[config.mk]
export PLATFORM = sky130hd
export DESIGN_NAME = pang_issue_seq
export DESIGN_NICKNAME = d
export VERILOG_FILES = /design/src/rtl/pang_issue_seq.sv
export SDC_FILE = /design/constraint.sdc
export NUM_CORES = 1
export LEC_CHECK = 0
export ABC_AREA = 1
export CORE_MARGIN = 5
export CORE_UTILIZATION = 35
export CTS_CLUSTER_DIAMETER = 40
export DETAILED_ROUTE_END_ITERATION = 7
export PLACE_DENSITY = 0.69
export SETUP_SLACK_MARGIN = 0.3
export SYNTH_ARGS = -nofsm -noshare
export SYNTH_HDL_FRONTEND = slang
export SYNTH_SLANG_ARGS = --single-unit
[constraint.sdc]
create_clock -name clk -period 1.7 [get_ports clk]
set_input_delay 0.425 -clock clk [delete_from_list [all_inputs] [get_ports clk]]
set_output_delay 0.425 -clock clk [all_outputs]
set_load 0.005 [all_outputs]
[src/rtl/pang_issue_seq.sv]
// pang_issue_seq: sequencer for the per-pang sub-block extraction pipeline.
// Accepts requests of 1..16 sub-blocks and issues one selection command per
// cycle from a wrapping sub-block pointer. It pops the pang word when the
// pointer passes sub-block 15. It tracks in-flight commands so that it can
// flag output validity and request completion.
// Optional feature: define PANG_SEQ_STALL_CNT_EN to add the stall_cnt port,
// a saturating count of ISSUE cycles that were stalled on pang_valid.
// PIPE_DEPTH must be at least 2.
module pang_issue_seq #(
  parameter int PIPE_DEPTH = 5,
  parameter int SFT_BIT    = 4
) (
  input  logic               clk,
  input  logic               reset,
  input  logic               req_valid,
  input  logic [SFT_BIT:0]   req_len,
  output logic               req_ready,
  input  logic               pang_valid,
  output logic               pang_pop,
  output logic [SFT_BIT-1:0] next_sft,
  output logic               need_full,
  output logic [SFT_BIT-1:0] start_inc,
  output logic [SFT_BIT-1:0] end_inc,
  output logic               cmd_valid,
  output logic               out_valid,
  output logic               req_done
`ifdef PANG_SEQ_STALL_CNT_EN
  ,
  output logic [15:0]        stall_cnt
`endif
);

  typedef enum logic [1:0] {
    IDLE  = 2'd0,
    ISSUE = 2'd1,
    DRAIN = 2'd2
  } state_t;

  localparam logic [SFT_BIT-1:0] SFT_ONE  = {{(SFT_BIT-1){1'b0}}, 1'b1};
  localparam logic [SFT_BIT-1:0] SFT_LAST = {SFT_BIT{1'b1}};
  localparam logic [SFT_BIT:0]   REM_ONE  = {{SFT_BIT{1'b0}}, 1'b1};
  localparam logic [SFT_BIT:0]   REM_ZERO = {(SFT_BIT+1){1'b0}};

  state_t                state_r;
  logic [SFT_BIT-1:0]    ptr_r;
  logic [SFT_BIT:0]      remain_r;
  logic [SFT_BIT-1:0]    start_r;
  logic [SFT_BIT-1:0]    end_r;
  logic [SFT_BIT-1:0]    last_sft_r;
  logic [PIPE_DEPTH-1:0] pipe_r;

  logic issue_s;
  logic done_s;

  // A command goes out on every ISSUE cycle that has a loaded pang word.
  assign issue_s = (state_r == ISSUE) && pang_valid;

  // The request is finished once the only in-flight command left is in the
  // final pipeline stage; that stage's out_valid coincides with req_done.
  assign done_s  = (state_r == DRAIN) &&
                   (pipe_r[PIPE_DEPTH-2:0] == {(PIPE_DEPTH-1){1'b0}});

  // req_ready is forced low while reset is held so that every output is 0.
  assign req_ready = (state_r == IDLE) && !reset;
  assign cmd_valid = issue_s;
  assign need_full = issue_s;
  assign next_sft  = issue_s ? ptr_r : last_sft_r;
  assign pang_pop  = issue_s && (ptr_r == SFT_LAST);
  assign start_inc = start_r;
  assign end_inc   = end_r;
  assign out_valid = pipe_r[PIPE_DEPTH-1];
  assign req_done  = done_s;

  // Sequencer FSM: request acceptance, per-cycle issue with pointer wrap, drain.
  always_ff @(posedge clk or posedge reset) begin
    if (reset) begin
      state_r    <= IDLE;
      ptr_r      <= {SFT_BIT{1'b0}};
      remain_r   <= REM_ZERO;
      start_r    <= {SFT_BIT{1'b0}};
      end_r      <= {SFT_BIT{1'b0}};
      last_sft_r <= {SFT_BIT{1'b0}};
    end else begin
      case (state_r)
        IDLE: begin
          // A zero-length request is illegal and is simply ignored.
          if (req_valid && (req_len != REM_ZERO)) begin
            start_r  <= ptr_r;
            // A length of 16 truncates to 0, which gives ptr-1 (mod 16).
            end_r    <= ptr_r + req_len[SFT_BIT-1:0] - SFT_ONE;
            remain_r <= req_len;
            state_r  <= ISSUE;
          end else begin
            state_r  <= IDLE;
          end
        end
        ISSUE: begin
          if (pang_valid) begin
            last_sft_r <= ptr_r;
            ptr_r      <= ptr_r + SFT_ONE;
            remain_r   <= remain_r - REM_ONE;
            if (remain_r == REM_ONE) begin
              state_r <= DRAIN;
            end else begin
              state_r <= ISSUE;
            end
          end else begin
            state_r <= ISSUE;
          end
        end
        DRAIN: begin
          if (done_s) begin
            state_r <= IDLE;
          end else begin
            state_r <= DRAIN;
          end
        end
        default: begin
          state_r <= IDLE;
        end
      endcase
    end
  end

  // Issue-tracking shift register; its last stage is out_valid.
  always_ff @(posedge clk or posedge reset) begin
    if (reset) begin
      pipe_r <= {PIPE_DEPTH{1'b0}};
    end else begin
      pipe_r <= {pipe_r[PIPE_DEPTH-2:0], issue_s};
    end
  end

`ifdef PANG_SEQ_STALL_CNT_EN
  logic [15:0] stall_cnt_r;

  assign stall_cnt = stall_cnt_r;

  // Saturating count of ISSUE cycles stalled waiting for a pang word.
  always_ff @(posedge clk or posedge reset) begin
    if (reset) begin
      stall_cnt_r <= 16'd0;
    end else if ((state_r == ISSUE) && !pang_valid && (stall_cnt_r != 16'hFFFF)) begin
      stall_cnt_r <= stall_cnt_r + 16'd1;
    end else begin
      stall_cnt_r <= stall_cnt_r;
    end
  end
`endif

endmodule
==> results_dict.tcl, run 1 <==
set metrics [dict create \
    status "finished with violations" \
    violations "negative setup slack" \
    num_vias 1253 \
    layout_setup_ws_ns -0.120 \
    antenna_left 0 \
    p_per_area_nw_per_um2 1760 \
    slowest_delay_ns 0.43 \
    first_global_vias 1266 \
    hold_viol 0 \
    start_util_pct 36.5 \
    clock_latency_ns 0.28 \
    syn_inst 159 \
    p_leak_nw 1.15 \
    wirelength_um 3560 \
    h-tree-depth 1 \
    crit_path_end_kind "output port" \
    synth_area_leader_cell "dfrtp_1" \
    synth_edf_count 0 \
    io_buffers 26 \
    synth_commonest_cells "36 x nand2_1, 28 x dfrtp_1, 22 x inv_1" \
    layout-drive-gt1-share_pct 42.5 \
    min_period_ns 1.82 \
    postSynth.asyncResetShare_pct 100 \
    placedInstanceArea_um2 1950 \
    ioPinCount 27 \
    grt_first_pass_wirelength_um 5980 \
    final_area_um2 2250 \
    holdWs_ns 0.386 \
    layout.nets 244 \
    hold_path.startpoint "pipe_r[1]" \
    skew_ns 0.00427 \
    cts_root_buf "clkbuf_8" \
    cts_buffer_depth 2 \
    cpMaxStageDelayCell "dfrtp_1" \
    critPathLaunchType "flip-flop" \
    drc 0 \
    coreArea_um2 4030 \
    n_antenna_cell 0 \
    vias_per_cell 4.54 \
    avgRoutedWirePerCell_um 12.9 \
    die-area_um2 5600 \
    antenna_found_initial 0 \
    fin_tns_setup_ns -0.503 \
    clkSlewWorstSetupHoldPaths_ns 0.10 \
    die_h_um 74.8 \
    total_power_mw 3.97 \
    grt_overflow_total 0 \
    synth_xor_area_share_pct 4.17 \
    crit_fanout 4 \
    synth_top_family_by_area "simple AND/OR/NAND/NOR gates" \
    rr_worst_depth 10 \
    firstDrtPassIters 4 \
    syn_nets 176 \
    grt_max_degree 29 \
    timing.slew.headroom_pct 75.1 \
    area_growth_pct 53.3 \
    pre_cts_slack_ns -0.531 \
    worstPathRequired_ns 1.27 \
    worstSetupPathType "flip-flop to output port" \
    min_path_cells 0 \
    min_period_over_period_pct 107 \
    track_usage_pct 14.1 \
    yosysWarningCount 0 \
    worst_pin_slew_ns 0.374 \
    ys_types 25 \
    ys_seq_area_share_pct 47.7 \
    yosys_most_used_dff "dfrtp_1" \
    yosys-top-cells-area "dfrtp_1 48%, nand2_1 9.2%, ha_1 6.0%" \
    crit_start "state_r[1]" \
    irDropWorstVdd_mv 0.688 \
    grt_setup_unrepaired "true" \
    cts_buffers 3 \
    fmax_mhz 549 \
    num_rows 23 \
    synth-seq-cells 28 \
    worstHoldPathType "flip-flop to flip-flop" \
    cts_tree "yes" \
    synth_compound_area_share_pct 8.00 \
    drv_slew 0 \
    critPathArrivalTime_ns 1.39 \
    path_cells "nor2_4 > nand2_4 > buf_6 > nor4_4 > buf_2" \
    synth_top_area_share_pct 47.7 \
    synth-simple-area-share_pct 24.2 \
    cap_violations 0 \
    gp_congestion 0.809 \
    r2r-start "ptr_r[1]" \
    netlist_area_um2 1470 \
    cts_sinks 28 \
    die_x_um 74.8 \
    drt_iter0_markers 50 \
    finalSetupViolCount 6 \
    hpwl_um 2310 \
    muxShareOfSynthArea_pct 0 \
    synth_fa_ha_area_share_pct 7.32 \
    synth_most_common_cell "nand2_1" \
    syn_area_per_cell_um2 9.25 \
]
==> worst max-delay path, delay by kind of cell (launching register included) <==
family | cells | cell delay, ns
AND/OR/NAND/NOR | 3 | 0.40
flip-flops | 1 | 0.43
buffers and inverters | 2 | 0.28
==> what timing repair did <==
item / in CTS / in global routing
endpoints found under the setup margin: 32 / 27
gates resized for setup: 61 / 29
buffers inserted: 15 / 4
hold buffers: 0 / 0
pin swaps: 9 / 8
gates cloned: 1 / 0
==> state kept, by name (all words and copies together) (netlist names) <==
register    flops
end_inc         4
last_sft_r      4
pipe_r          5
ptr_r           4
remain_r        5
start_inc       4
state_r         2
==> stage by stage <==
step           utilization (%)  cells
2_1_floorplan                -    159
3_3_place_gp              48.5    252
3_5_place_dp              48.5    252
4_1_cts                   53.0    272
5_1_grt                   55.9    276
6_report                  55.9    276
==> final timing paths <==
check                         endpoint  slack, ns
setup / recovery              pang_pop      -0.12
hold / removal               pipe_r[2]       0.39
setup reg to reg            end_inc[3]      -0.03
hold reg to reg              pipe_r[2]       0.39
max in group asynchronous  remain_r[4]       0.86
min in group asynchronous   end_inc[3]       0.57
==> cell families after synthesis <==
group,count (synthesis)
simple gates,69
flops,28
xor+xnor,7
buf+inv,28
fa+ha+maj,8
compound gates,19
==> where the power goes <==
part / switching (mW) / total, mW / leakage, nW / internal, mW
Sequential: 0.174 / 1.13 / 0.347 / 0.954
Clock: 0.224 / 0.540 / 0.0357 / 0.316
Combinational: 1.12 / 2.30 / 0.767 / 1.17
Total: 1.52 / 3.97 / 1.15 / 2.44
==> cell type report <==
type                    instances  area [um^2]
fillers                       369         1780
repair buffers                 66          578
clock buffers                   3         41.3
clock inverters                 1         30.0
flip-flops and latches         28          701
multi-input cells             104          746
inverters                      24         95.1
well taps                      50         62.6
==> routing by layer <==
| layer | global-route usage [%] | vias to the layer above | wire (um) |
|---|---|---|---|
| met5 | 0 | - | 0 |
| met4 | 3.95 | 0 | 59 |
| met3 | 2.14 | 6 | 105 |
| met2 | 22.9 | 22 | 1650 |
| met1 | 19.5 | 591 | 1750 |
| li1 | - | 634 | - |
==> placed cells by master (no fill, tap or decap), drive strengths merged <==
| cell | count |
|---|---|
| nand2 | 41 |
| o21ai | 19 |
| or2 | 1 |
| xor2 | 5 |
| fa | 1 |
| clkbuf | 3 |
| bufinv | 1 |
| ha | 7 |
| nand3 | 13 |
| dfrtp | 28 |
| buf | 49 |
| nor2 | 12 |
| xnor2 | 2 |
| clkdlybuf4s50 | 4 |
| nand4 | 1 |
| nor4 | 1 |
| nor3 | 1 |
| inv | 24 |
| clkdlybuf4s15 | 1 |
| dlygate4sd2 | 12 |
Power figures use the tool's default switching activity.
==> inputs of run 2 (changes only) <==
--- a/config.mk
+++ b/config.mk
@@ -12,6 +12,7 @@
 export DETAILED_ROUTE_END_ITERATION = 7
 export PLACE_DENSITY = 0.69
 export SETUP_SLACK_MARGIN = 0.3
+export SKIP_CTS_REPAIR_TIMING = 1
 export SYNTH_ARGS = -nofsm -noshare
 export SYNTH_HDL_FRONTEND = slang
 export SYNTH_SLANG_ARGS = --single-unit
==> run 2 against run 1 <==
Net effect: the run still ends with negative setup slack left; clock skew decreased by 0.0019 ns; sequential power about the same; critical path type unchanged; non-clock buffer count shrank 6; combinational power decreased by 7%; critical path depth grew 2; final area is 1.6% lower; count of clock-buffer cells in the layout unchanged; first-iteration DRC count down 50%; global-route usage is 2.1 points lower; core utilization shrank 0.90 points; routed wire length fell by 6.2%; worst hold slack better by 0.00087 ns.
==> results_dict.tcl, run 2 (synthesis gave the netlist of run 1 again) <==
set metrics [dict create \
    drv_slew 0 \
    grt_max_degree 29 \
    skew_ns 0.00236 \
    hold_path.startpoint "pipe_r[1]" \
    die_h_um 74.8 \
    crit_path_end_kind "output port" \
    clkSlewWorstSetupHoldPaths_ns 0.10 \
    drc 0 \
    cts_buffers 3 \
    final_area_um2 2220 \
    min_period_ns 1.86 \
    crit_family "buffers and inverters" \
    utilization_pct 55.0 \
    fin_tns_setup_ns -0.636 \
    avgRoutedWirePerCell_um 12.4 \
    finalSetupViolCount 6 \
    pwr-share-comb_pct 56.4 \
    min_period_over_period_pct 110 \
    path_buf_inv 3 \
    num_rows 23 \
    layout-drive-gt1-share_pct 36.4 \
    p_leak_nw 1.26 \
    status "finished with violations" \
    worstHoldPathType "flip-flop to flip-flop" \
    coreArea_um2 4030 \
    crit_top_cell "buf_4" \
    layout_commonest_cell "nand2_1" \
    placedInstanceArea_um2 1950 \
    timing.slew.headroom_pct 74.2 \
    total_power_mw 3.80 \
    cts_tree "yes" \
    worst_pin_slew_ns 0.387 \
    path_cells "nor2_4 > buf_4 > nand2_4 > buf_4 > nand2_1 > o21ai_2 > dlymetal6s2s_1" \
    track_usage_pct 12.0 \
    irDropWorstVdd_mv 0.643 \
    hpwl_um 2310 \
    crit_fanout 4 \
    cap_violations 0 \
    area_growth_pct 50.8 \
    antenna_found_initial 0 \
    firstDrtPassIters 4 \
    drt_iter0_markers 25 \
    h-tree-depth 1 \
    vias_per_cell 4.45 \
    cts_buffer_depth 2 \
    largestRegisters "pipe_r x5, remain_r x5" \
    p_per_area_nw_per_um2 1710 \
    hold_viol 0 \
    cts_root_buf "clkbuf_8" \
    clock_latency_ns 0.27 \
    die_x_um 74.8 \
    start_util_pct 36.5 \
    nFillCells 378 \
    worstPathRequired_ns 1.27 \
    grt_setup_unrepaired "true" \
    die-area_um2 5600 \
    n_antenna_cell 0 \
    layout.nets 238 \
    crit_start "state_r[1]" \
    layout_setup_ws_ns -0.164 \
    critPathLaunchType "flip-flop" \
    slowest_delay_ns 0.42 \
    grt_overflow_total 0 \
    gp_congestion 0.809 \
    ioPinCount 27 \
    antenna_left 0 \
    r2r-start "ptr_r[1]" \
    first_global_vias 1123 \
    cts_sinks 28 \
    seq_power_share_pct 29.7 \
    wirelength_um 3340 \
    worstSetupPathType "flip-flop to output port" \
    internal_power_mw 2.37 \
    pwr-share-clk_pct 13.9 \
    io_buffers 26 \
    swShare_pct 37.7 \
    violations "negative setup slack" \
    num_vias 1202 \
    fmax_mhz 537 \
    critPathArrivalTime_ns 1.44 \
    grt_first_pass_wirelength_um 5180 \
    p_sw_mw 1.43 \
    cpMaxStageDelayCell "dfrtp_1" \
    final_cell_mix "35 x nand2_1, 28 x dfrtp_1, 26 x buf_4" \
]
-- run 2: area by class of cell --
cell class	instances	area (um^2)	share of cell area [%]
multi-input cells	104	726	32.7
flip-flops and latches	28	701	31.6
repair buffers	60	564	25.5
inverters	24	92.6	4.18
well taps	50	62.6	2.82
clock buffers	3	41.3	1.86
clock inverters	1	30.0	1.35
-- run 2: final timing paths --
path                               endpoint  slack, ns  cells after the start
worst max-delay path            next_sft[3]      -0.16                      7
worst min-delay path              pipe_r[2]       0.39                      0
worst max register to register   end_inc[3]      -0.01                     10
worst min register to register    pipe_r[2]       0.39                      0
max in group asynchronous       remain_r[4]       0.87                      3
min in group asynchronous        end_inc[1]       0.57                      3
-- run 2: power by group through the flow --
stage	clock network [mW]	logic [mW]	registers, mW
after floorplan	0	1.14	1.12
after global placement	0	1.90	1.14
after detailed placement	0	1.93	1.14
after CTS	0.536	1.94	1.13
after global routing	0.564	2.40	1.16
final	0.528	2.14	1.13
-- run 2: routing by layer --
| metal | GRT usage (%) | part of all wire [%] | vias up |
|---|---|---|---|
| li1 | - | - | 621 |
| met1 | 17.2 | 48 | 553 |
| met2 | 18.1 | 47 | 24 |
| met3 | 2.40 | 4.5 | 4 |
| met4 | 3.75 | 0.84 | 0 |
| met5 | 0 | 0 | - |
-- run 2: per-stage QoR --
stage / setup WS (ns) / std cells / hold slack, ns
floorplan: 0.0402 / 159 / 0.354
global placement: -0.526 / 252 / 0.363
detailed placement: -0.531 / 252 / 0.369
CTS: -0.536 / 256 / 0.391
global route: -0.228 / 270 / 0.412
finish: -0.164 / 270 / 0.387
==> inputs of run 3 (changes only) <==
--- a/config.mk
+++ b/config.mk
@@ -11,8 +11,8 @@
 export CTS_CLUSTER_DIAMETER = 40
 export DETAILED_ROUTE_END_ITERATION = 7
 export PLACE_DENSITY = 0.69
+export RECOVER_POWER = 100
 export SETUP_SLACK_MARGIN = 0.3
-export SKIP_CTS_REPAIR_TIMING = 1
 export SYNTH_ARGS = -nofsm -noshare
 export SYNTH_HDL_FRONTEND = slang
 export SYNTH_SLANG_ARGS = --single-unit
==> constraint.sdc (replaced) <==
create_clock -name clk -period 1.7 [get_ports clk]
set_input_delay 0.425 -clock clk [delete_from_list [all_inputs] [get_ports clk]]
set_output_delay 0.425 -clock clk [all_outputs]
set_load 0.02 [all_outputs]
==> run 3 against run 2 <==
Net effect: the run still ends with negative setup slack left; global-route usage up 1.0 points; sequential cell count unchanged; worst hold slack worse by 0.0015 ns; routed wire length up 4.0%; largest power group unchanged.
==> results_dict.tcl, run 3 (synthesis gave the netlist of run 1 again) <==
set metrics [dict create \
    coreArea_um2 4030 \
    violations "negative setup slack" \
    grt_overflow_total 0 \
    irDropWorstVdd_mv 0.745 \
    grt.met2_usage_pct 21.5 \
    cts_buffer_depth 2 \
    finalSetupViolCount 8 \
    fmax_mhz 549 \
    critPathLaunchType "flip-flop" \
    pwr-share-clk_pct 12.2 \
    clock_latency_ns 0.28 \
    hpwl_um 2300 \
    worstHoldPathType "flip-flop to flip-flop" \
    final_area_um2 2270 \
    antenna_found_initial 0 \
    use_met1_pct 16.8 \
    die-area_um2 5600 \
    min_period_ns 1.82 \
    timing.slew.headroom_pct 52.8 \
    cts_tree "yes" \
    placedInstanceArea_um2 1990 \
    area_growth_pct 54.7 \
    ioPinCount 27 \
    io_buffers 26 \
    die_h_um 74.8 \
    status "finished with violations" \
    firstDrtPassIters 4 \
    num_vias 1246 \
    gp_congestion 0.833 \
    worstPathRequired_ns 1.27 \
    p_per_area_nw_per_um2 1910 \
    pwr-share-comb_pct 61.4 \
    h-tree-depth 1 \
    die_x_um 74.8 \
    wirelength_um 3480 \
    internal_power_mw 2.55 \
    seq_power_share_pct 26.4 \
    layout_commonest_cell "buf_4" \
    total_power_mw 4.34 \
    cts_root_buf "clkbuf_8" \
    n_antenna_cell 0 \
    cts_buffers 3 \
    critPathArrivalTime_ns 1.40 \
    holdWs_ns 0.385 \
    grt_max_degree 29 \
    worstSetupPathType "flip-flop to output port" \
    grt_setup_unrepaired "true" \
    grt_first_pass_wirelength_um 5460 \
    antenna_left 0 \
    top_usage_layer "met2" \
    clkSlewWorstSetupHoldPaths_ns 0.09 \
    p_leak_nw 1.14 \
    avgRoutedWirePerCell_um 12.6 \
    hold_viol 0 \
    swShare_pct 41.4 \
    vias_per_cell 4.53 \
    track_usage_pct 13.0 \
    layout-drive-gt1-share_pct 46.7 \
    crit_fanout 6 \
    final_cell_mix "29 x buf_4, 28 x nand2_1, 28 x dfrtp_1" \
    p_sw_mw 1.80 \
    start_util_pct 36.5 \
    drc 0 \
    min_period_over_period_pct 107 \
    cap_violations 0 \
    crit_path_end_kind "output port" \
    cts_sinks 28 \
    layout_setup_ws_ns -0.122 \
    drt_iter0_markers 30 \
    skew_ns 0.00518 \
    drv_slew 0 \
    worst_pin_slew_ns 0.709 \
    num_rows 23 \
    largestRegisters "pipe_r x5, remain_r x5" \
    use_met3_pct 2.14 \
    layout.nets 243 \
    first_global_vias 1180 \
]
==> run 3: power groups by stage <==
stage	Clock, mW	Sequential [mW]	Combinational (mW)
final	0.529	1.15	2.67
after global routing	0.572	1.19	2.92
after CTS	0.544	1.14	2.43
after detailed placement	0	1.13	2.23
after global placement	0	1.13	2.19
after floorplan	0	1.23	1.29
==> run 3: through the flow <==
stage	setup WS (ns)	setup TNS, ns	std cells	utilization (%)
after global routing	-0.193	-1.38	275	56.5
after floorplan	0.0400	0	159	-
after global placement	-0.698	-6.60	255	49.4
after CTS	-0.130	-0.771	267	54.4
after detailed placement	-0.706	-6.92	255	49.4
final	-0.122	-0.679	275	56.5
==> run 3: final timing paths <==
path	startpoint	end	slack, ns	depth (start not counted)
worst max-delay path	state_r[0]	next_sft[2]	-0.12	6
worst min-delay path	pipe_r[2]	pipe_r[3]	0.39	0
worst max register to register	ptr_r[1]	end_inc[3]	-0.01	10
worst min register to register	pipe_r[2]	pipe_r[3]	0.39	0
max in group asynchronous	reset	remain_r[1]	0.43	3
min in group asynchronous	reset	state_r[0]	0.83	3
==> run 3: layer usage <==
layer / part of all wire [%] / vias to the layer above
li1: - / 633
met1: 42 / 577
met2: 51 / 28
met3: 4.5 / 8
met4: 2.6 / 0
met5: 0 / -
==> run 3: cell type report <==
type | instances | area, um^2
clock inverter | 1 | 30.0
fill | 360 | 1750
multi-input combinational | 104 | 793
inverter | 24 | 93.8
tap | 50 | 62.6
sequential | 28 | 701
clock buffer | 3 | 41.3
timing repair buffer | 65 | 553
==> run 3: what timing repair did <==
item / 4_1_cts / 5_1_grt
pin swaps: 11 / 3
hold buffers: 0 / 0
endpoints found under the setup margin: 34 / 33
gates resized for setup: 96 / 22
cloned: 2 / 0
setup buffers: 6 / 8
==> run 3: worst max-delay path, cell delays in order, from the launching register on <==
cell and delay, ns:
dfrtp_1 0.37, inv_2 0.06, nor2_4 0.18, buf_12 0.13, nand2_8 0.09, o21ai_4 0.16
buf_6 0.13
